--- src/rtl/light_show_pkg.sv ---
// Shared constants for the light-show routine scheduler: bus layout, blank pattern, FSM encoding.
// Latency: none (declarations only).
// Backpressure: not applicable.
package light_show_pkg;

   localparam int BUS_WIDTH     = 46;
   localparam int ROUTINE_COUNT = 4;
   localparam int SEL_W         = $clog2(ROUTINE_COUNT);

   // OutputBus field positions
   localparam int RED_MSB   = 45;
   localparam int RED_LSB   = 36;
   localparam int GREEN_MSB = 35;
   localparam int GREEN_LSB = 28;
   localparam int HEX_MSB   = 27;
   localparam int HEX_LSB   = 0;

   // LEDs off and every active-low segment driven high (dark digits)
   function automatic logic [BUS_WIDTH-1:0] make_blank_bus();
      logic [BUS_WIDTH-1:0] b;
      b                    = '0;
      b[RED_MSB:RED_LSB]   = '0;
      b[GREEN_MSB:GREEN_LSB] = '0;
      b[HEX_MSB:HEX_LSB]   = '1;
      return b;
   endfunction

   localparam logic [BUS_WIDTH-1:0] BLANK_BUS = make_blank_bus();

   typedef enum logic [1:0] {
      ST_RUN   = 2'd0,
      ST_BLANK = 2'd1,
      ST_LOAD  = 2'd2
   } state_t;

endpackage

--- src/rtl/button_debouncer.sv ---
// Synchronizes the raw active-low advance button and debounces it on Tick.
// Latency: 2 Clocks of synchronization plus DEBOUNCE_TICKS stable Ticks before Press.
// Backpressure: none; Press is a single-Clock strobe and is never held or queued.
module button_debouncer
   import light_show_pkg::*;
#(
   parameter int DEBOUNCE_TICKS = 3
)
(
   input  logic Clock,
   input  logic ResetN,
   input  logic Tick,
   input  logic AdvanceN,
   output logic Press
);

   localparam int CNT_W = (DEBOUNCE_TICKS < 2) ? 1 : $clog2(DEBOUNCE_TICKS);
   localparam logic [CNT_W-1:0] CNT_LAST = CNT_W'(DEBOUNCE_TICKS - 1);

   logic             r_sync1;
   logic             r_sync2;
   logic             r_level;
   logic [CNT_W-1:0] r_stable_cnt;
   logic             w_differs;
   logic             w_accept;

   assign w_differs = (r_sync2 != r_level);
   // The Tick on which the synchronized value has differed for the full count
   assign w_accept  = Tick && w_differs && (r_stable_cnt == CNT_LAST);
   // Falling edge of the debounced level, flagged in the Clock the level flips
   assign Press     = w_accept && r_level;

   // Two-flop synchronizer; released (1) out of reset
   always_ff @(posedge Clock or negedge ResetN) begin
      if (!ResetN) begin
         r_sync1 <= 1'b1;
         r_sync2 <= 1'b1;
      end else begin
         r_sync1 <= AdvanceN;
         r_sync2 <= r_sync1;
      end
   end

   // Count consecutive differing Ticks; any agreeing Tick restarts the count
   always_ff @(posedge Clock or negedge ResetN) begin
      if (!ResetN) begin
         r_stable_cnt <= '0;
         r_level      <= 1'b1;
      end else if (Tick) begin
         if (!w_differs) begin
            r_stable_cnt <= '0;
         end else if (w_accept) begin
            r_stable_cnt <= '0;
            r_level      <= r_sync2;
         end else begin
            r_stable_cnt <= r_stable_cnt + CNT_W'(1);
         end
      end
   end

endmodule

--- src/rtl/routine_scheduler.sv ---
// Cycles through four light-show routines, pacing them with Tick and blanking the display between routines.
// Latency: OutputBus follows RoutineBus[RoutineSel] by one Clock; an advance enters BLANK on the next Clock.
// Backpressure: none; presses during BLANK/LOAD are dropped and routines must obey Tick and RoutineRestart.
module routine_scheduler
   import light_show_pkg::*;
#(
   parameter int CLK_DIV        = 4,
   parameter int DWELL_TICKS    = 64,
   parameter int BLANK_TICKS    = 4,
   parameter int DEBOUNCE_TICKS = 3
)
(
   input  logic                 Clock,
   input  logic                 ResetN,
   input  logic                 AdvanceN,
   input  logic                 AutoMode,
   input  logic [BUS_WIDTH-1:0] RoutineBus0,
   input  logic [BUS_WIDTH-1:0] RoutineBus1,
   input  logic [BUS_WIDTH-1:0] RoutineBus2,
   input  logic [BUS_WIDTH-1:0] RoutineBus3,
   output logic                 Tick,
   output logic                 RoutineRestart,
   output logic [SEL_W-1:0]     RoutineSel,
   output logic [BUS_WIDTH-1:0] OutputBus
);

   localparam int PS_W = $clog2(CLK_DIV);
   localparam int DW_W = $clog2(DWELL_TICKS + 1);
   localparam int BL_W = $clog2(BLANK_TICKS + 1);

   localparam logic [PS_W-1:0]  PS_LAST    = PS_W'(CLK_DIV - 1);
   localparam logic [DW_W-1:0]  DWELL_LAST = DW_W'(DWELL_TICKS - 1);
   localparam logic [BL_W-1:0]  BLANK_LAST = BL_W'(BLANK_TICKS - 1);
   localparam logic [SEL_W-1:0] SEL_LAST   = SEL_W'(ROUTINE_COUNT - 1);

   logic [PS_W-1:0]      r_prescale;
   state_t               r_state;
   state_t               w_next_state;
   logic [DW_W-1:0]      r_dwell;
   logic [BL_W-1:0]      r_blank;
   logic [SEL_W-1:0]     r_sel;
   logic [BUS_WIDTH-1:0] r_out;
   logic [BUS_WIDTH-1:0] w_out_next;
   logic [BUS_WIDTH-1:0] w_bus [ROUTINE_COUNT];
   logic                 w_tick;
   logic                 w_press;
   logic                 w_expire;
   logic                 w_blank_done;
   logic                 w_restart;

   assign w_bus[0] = RoutineBus0;
   assign w_bus[1] = RoutineBus1;
   assign w_bus[2] = RoutineBus2;
   assign w_bus[3] = RoutineBus3;

   assign w_tick       = (r_prescale == PS_LAST);
   assign w_expire     = (r_state == ST_RUN) && w_tick && AutoMode && (r_dwell == DWELL_LAST);
   assign w_blank_done = (r_state == ST_BLANK) && w_tick && (r_blank == BLANK_LAST);

   assign Tick           = w_tick;
   assign RoutineRestart = w_restart;
   assign RoutineSel     = r_sel;
   assign OutputBus      = r_out;

   button_debouncer #(
      .DEBOUNCE_TICKS (DEBOUNCE_TICKS)
   ) u_debouncer (
      .Clock    (Clock),
      .ResetN   (ResetN),
      .Tick     (w_tick),
      .AdvanceN (AdvanceN),
      .Press    (w_press)
   );

   // Free-running prescaler 0..CLK_DIV-1; restarts from 0 after reset
   always_ff @(posedge Clock or negedge ResetN) begin
      if (!ResetN) begin
         r_prescale <= '0;
      end else if (w_tick) begin
         r_prescale <= '0;
      end else begin
         r_prescale <= r_prescale + PS_W'(1);
      end
   end

   // State register
   always_ff @(posedge Clock or negedge ResetN) begin
      if (!ResetN) begin
         r_state <= ST_RUN;
      end else begin
         r_state <= w_next_state;
      end
   end

   // Next state: a press and a dwell expiry together still make one advance
   always_comb begin
      w_next_state = r_state;
      case (r_state)
         ST_RUN:   if (w_expire || w_press) w_next_state = ST_BLANK;
         ST_BLANK: if (w_blank_done)        w_next_state = ST_LOAD;
         ST_LOAD:  w_next_state = ST_RUN;
         default:  w_next_state = ST_RUN;
      endcase
   end

   // Outputs decoded from state: restart strobe in LOAD, live routine only in RUN
   always_comb begin
      w_restart  = 1'b0;
      w_out_next = BLANK_BUS;
      case (r_state)
         ST_RUN:  w_out_next = w_bus[r_sel];
         ST_LOAD: w_restart  = 1'b1;
         default: w_restart  = 1'b0;
      endcase
   end

   // Dwell/blank counters and routine select; LOAD clears counters and advances the select
   always_ff @(posedge Clock or negedge ResetN) begin
      if (!ResetN) begin
         r_dwell <= '0;
         r_blank <= '0;
         r_sel   <= '0;
      end else begin
         case (r_state)
            ST_RUN: begin
               if (w_tick && AutoMode) r_dwell <= r_dwell + DW_W'(1);
            end
            ST_BLANK: begin
               if (w_tick) r_blank <= r_blank + BL_W'(1);
            end
            ST_LOAD: begin
               r_dwell <= '0;
               r_blank <= '0;
               r_sel   <= (r_sel == SEL_LAST) ? '0 : r_sel + SEL_W'(1);
            end
            default: r_dwell <= r_dwell;
         endcase
      end
   end

   // Registered display output
   always_ff @(posedge Clock or negedge ResetN) begin
      if (!ResetN) begin
         r_out <= BLANK_BUS;
      end else begin
         r_out <= w_out_next;
      end
   end

endmodule
--- config.mk ---
export PLATFORM = sky130hd
export DESIGN_NAME = routine_scheduler
export DESIGN_NICKNAME = d
export VERILOG_FILES = /design/src/rtl/light_show_pkg.sv /design/src/rtl/button_debouncer.sv /design/src/rtl/routine_scheduler.sv
export SDC_FILE = /design/constraint.sdc
export NUM_CORES = 1
export LEC_CHECK = 0
export CAP_MARGIN = 20
export CORE_ASPECT_RATIO = 1.5
export CORE_UTILIZATION = 40
export CTS_BUF_LIST = sky130_fd_sc_hd__clkbuf_16
export CTS_CLUSTER_DIAMETER = 40
export DETAILED_ROUTE_END_ITERATION = 7
export DONT_BUFFER_PORTS = 1
export PLACE_DENSITY = 0.57
export SLEW_MARGIN = 25
export SYNTH_ARGS = -nofsm -noshare
export SYNTH_HDL_FRONTEND = slang
export SYNTH_HIERARCHICAL = 1
export SYNTH_SLANG_ARGS = --single-unit
--- constraint.sdc ---
create_clock -name Clock -period 2.35 [get_ports Clock]
set_clock_uncertainty 0.05 [all_clocks]
set_input_delay 0.3525 -clock Clock [delete_from_list [all_inputs] [get_ports Clock]]
set_output_delay 0.3525 -clock Clock [all_outputs]
set_load 0.01 [all_outputs]
==> results.md <==
- Hold crit path type: input pin to flop
- Synthesis Warnings: 6
- Synth Area in Compound Gates: 4.12%
- Total power: 3.24 mW
- Via count: 2135
- DRT iter0 DRCs: 58
- Worst slack, placed: 510 ps
- Crit path capture type: output pin
- Top delay family on crit path: flip-flops
- Via density: 5.88
- Leak pwr: 1.59 nW
- Final net count: 444
- GR peak layer: met2
- Final setup fails: 0
- PwrDens: 803 nW/um^2
- CP max FO: 15
- Largest family of logic cells by synthesized area: multiplexers
- Critical path, cell by cell: nand2b_1 -> inv_1
- Core Area: 8570 sq um
- TNS Setup: 0 ps
- Port-buffer cells: 0
- Clk Latency, worst-skew pair: 320 ps
- Yosys reg bits: 67
- All-layer global routing usage: 18.8%
- Run status: finished, final reports clean
- Synth Area in XOR/XNOR: 0.244%
- First-pass GRT wire length: 12700 microns
- Clock root buffer: clkbuf_16
- Longest Clk Path Bufs: 2
- Initial Utilization: 41.8%
- Total gr overflow: 0
- Clock tree from TritonCTS: done
- Layout cells sized above 1: 38.7%
- RSZ-0062 raised after global routing: false
- Syn Nets: 442
- Fill count: 710
- Die height: 118 microns
- Multi-input logic area: 1760 sq um
- Sequential cell area fraction in the yosys report: 47.9%
- I/O Pins: 238
- RD Place Congestion: 0.839
- CTS Buf Count: 9
- Horiz. Die Dim: 79.3 microns
- Slew headroom: 73.6%
- Drt drc: 0
- Num rows: 41
- First-pass DRT Iterations: 4
- DP HPWL: 6340 microns
- Register area: 1720 sq um
- Crit path DAT: 1460 ps
- Worst vdd ir: 0.579 mV
- Cell count after synthesis: 249
- Synth async-reset ratio: 100%
- Vias in the first global route: 2325
- Post-CTS Setup Bufs: 0
- Area Growth Syn to Fin: 12.7%
- Max cap viols: 0
- EDFF count, synth: 0
- Worst-Margin Slew: 397 ps
- Dominant synthesized flop cell: dfrtp_1
- Met3 Use GR: 5.97%
- Slowest cell on crit path: dfrtp_1
- Post-cts gate resize count: 0
- Cell taking the most area after synthesis: mux4_2
- Setup crit start kind: flop
- Slew Limit Fails: 0
- N_diodes: 0
- Largest net degree at the start of global routing: 68
- Post-synth cell types: 37
- H-tree levels: 3
- Post-synthesis simple-gate area fraction: 13.3%
- PnR worst setup slack: 483 ps
- Top post-synthesis cells by area: mux4_2 29%, dfrtp_1 25%, dfstp_2 23%
- DRT Wirelength: 8350 microns
- Post-synthesis cell area: 3580 sq um
- Finished Core Util: 47.1%
- Area share of fa/ha/maj cells after synthesis: 1.75%
- GRT met1 Usage: 21.9%
- Synth Area per Inst: 14.4 sq um
- Post-DR wirelength/cell: 23.0 microns
- DIE AREA: 9350 sq um
- Required @ worst endpoint: 1950 ps
- CP peak stage delay: 520 ps
- R2r setup slk: 500 ps
- Setup CP Type: flop to output pin
- Tcrit/Tclk final: 79.4%
- Min cycle time layout: 1870 ps
- Antenna violations before repair: 0
- Hold WS: 259 ps
- Synth top area share: 28.9%
- Final count of hold timing violations: 0
- Peak Freq: 536 MHz
- Crit path buf inv count: 1
- Worst-path clk slew: 50 ps
- CTS sink count: 67
- Met2 Resource Use GR: 30.1%
- Mux share of post-synthesis cell area: 29.8%
- Post-route antenna net violation count: 0
[where the power goes]
group          total [mW]  switching (mW)  internal, mW
clock                1.25           0.450         0.798
sequential           1.61           0.204          1.41
combinational       0.382           0.172         0.210
total                3.24           0.826          2.42
[sequential cells by signal (all words and copies together) (netlist names), 2 cells and up]
name                      count
OutputBus                    46
RoutineSel                    2
r_blank                       3
r_dwell                       7
r_prescale                    2
r_state                       2
u_debouncer/r_stable_cnt      2
[logic make-up after synthesis]
| logic type | count (synthesis) |
|---|---|
| AOI/OAI and AO/OA | 23 |
| and+or+nand+nor | 80 |
| xor gates and xnor gates | 1 |
| muxes | 49 |
| DFF | 67 |
| adders and majority gates | 5 |
| buffers and inverters | 24 |
[worst register-to-register path, cell delays in order, from the launching register on]
cell	delay, ps
dfrtp_1	510
or3b_1	530
or4_1	580
o21ai_1	100
[layer usage]
metal | vias to the layer above | wire (microns)
met5 | - | 0
li1 | 939 | -
met3 | 16 | 699
met4 | 0 | 251
met1 | 1040 | 3030
met2 | 140 | 4360
[per-stage QoR]
| stage | std cells | area [sq um] |
|---|---|---|
| after floorplan | 249 | 3580 |
| after global placement | 344 | 3710 |
| after detailed placement | 344 | 3710 |
| after CTS | 363 | 4040 |
| after global routing | 363 | 4040 |
| final | 363 | 4040 |
[cells in the mapped netlist, types with 3 or more instances]
library cell,number
dfstp_2,31
inv_1,5
buf_1,3
ha_1,5
nand2b_1,3
nand2_1,13
or2_1,29
mux4_2,46
clkbuf_1,8
a21oi_1,3
buf_2,6
nor2b_1,18
a22o_1,3
dfrtp_1,36
nand3_1,3
o21ai_0,8
[final timing paths]
kind,startpoint,end,cells after the start
min reg2reg,u_debouncer/r_sync1$_DFF_PN1_,u_debouncer/r_sync2$_DFF_PN1_,0
max in group asynchronous,ResetN,OutputBus[15]$_DFF_PN1_,2
min in group asynchronous,ResetN,r_dwell[5]$_DFFE_PN0P_,2
max reg2reg,r_state[1]$_DFFE_PN0P_,r_state[0]$_DFFE_PN0P_,3
max,r_state[0]$_DFFE_PN0P_,RoutineRestart,2
min,AutoMode,r_dwell[4]$_DFFE_PN0P_,2
[repair_timing]
item,in CTS,in global routing
hold buffers,3,0
hold endpoints to repair,68,0
endpoints found under the setup margin,0,0
[layout make-up]
| cell class | count | share of cell area, % |
|---|---|---|
| multi-input cells | 158 | 43.6 |
| flip-flops and latches | 67 | 42.6 |
| clock buffers | 9 | 5.58 |
| well taps | 107 | 3.31 |
| repair buffers | 10 | 3.10 |
| clock inverters | 7 | 1.33 |
| inverters | 5 | 0.465 |
[placed cells by master, fill, tap and decap left out, types with 3 or more instances in the layout]
cell and count:
or2_1 29, nand2b_1 3, ha_1 5, o21ai_0 8, dfstp_2 31, inv_1 9
mux4_2 46, a22o_1 3, a21oi_1 3, dfrtp_1 34, nand3_1 3, nand2_1 13
buf_4 5, clkbuf_16 9, nor2b_1 18
Power figures use the tool's default switching activity.
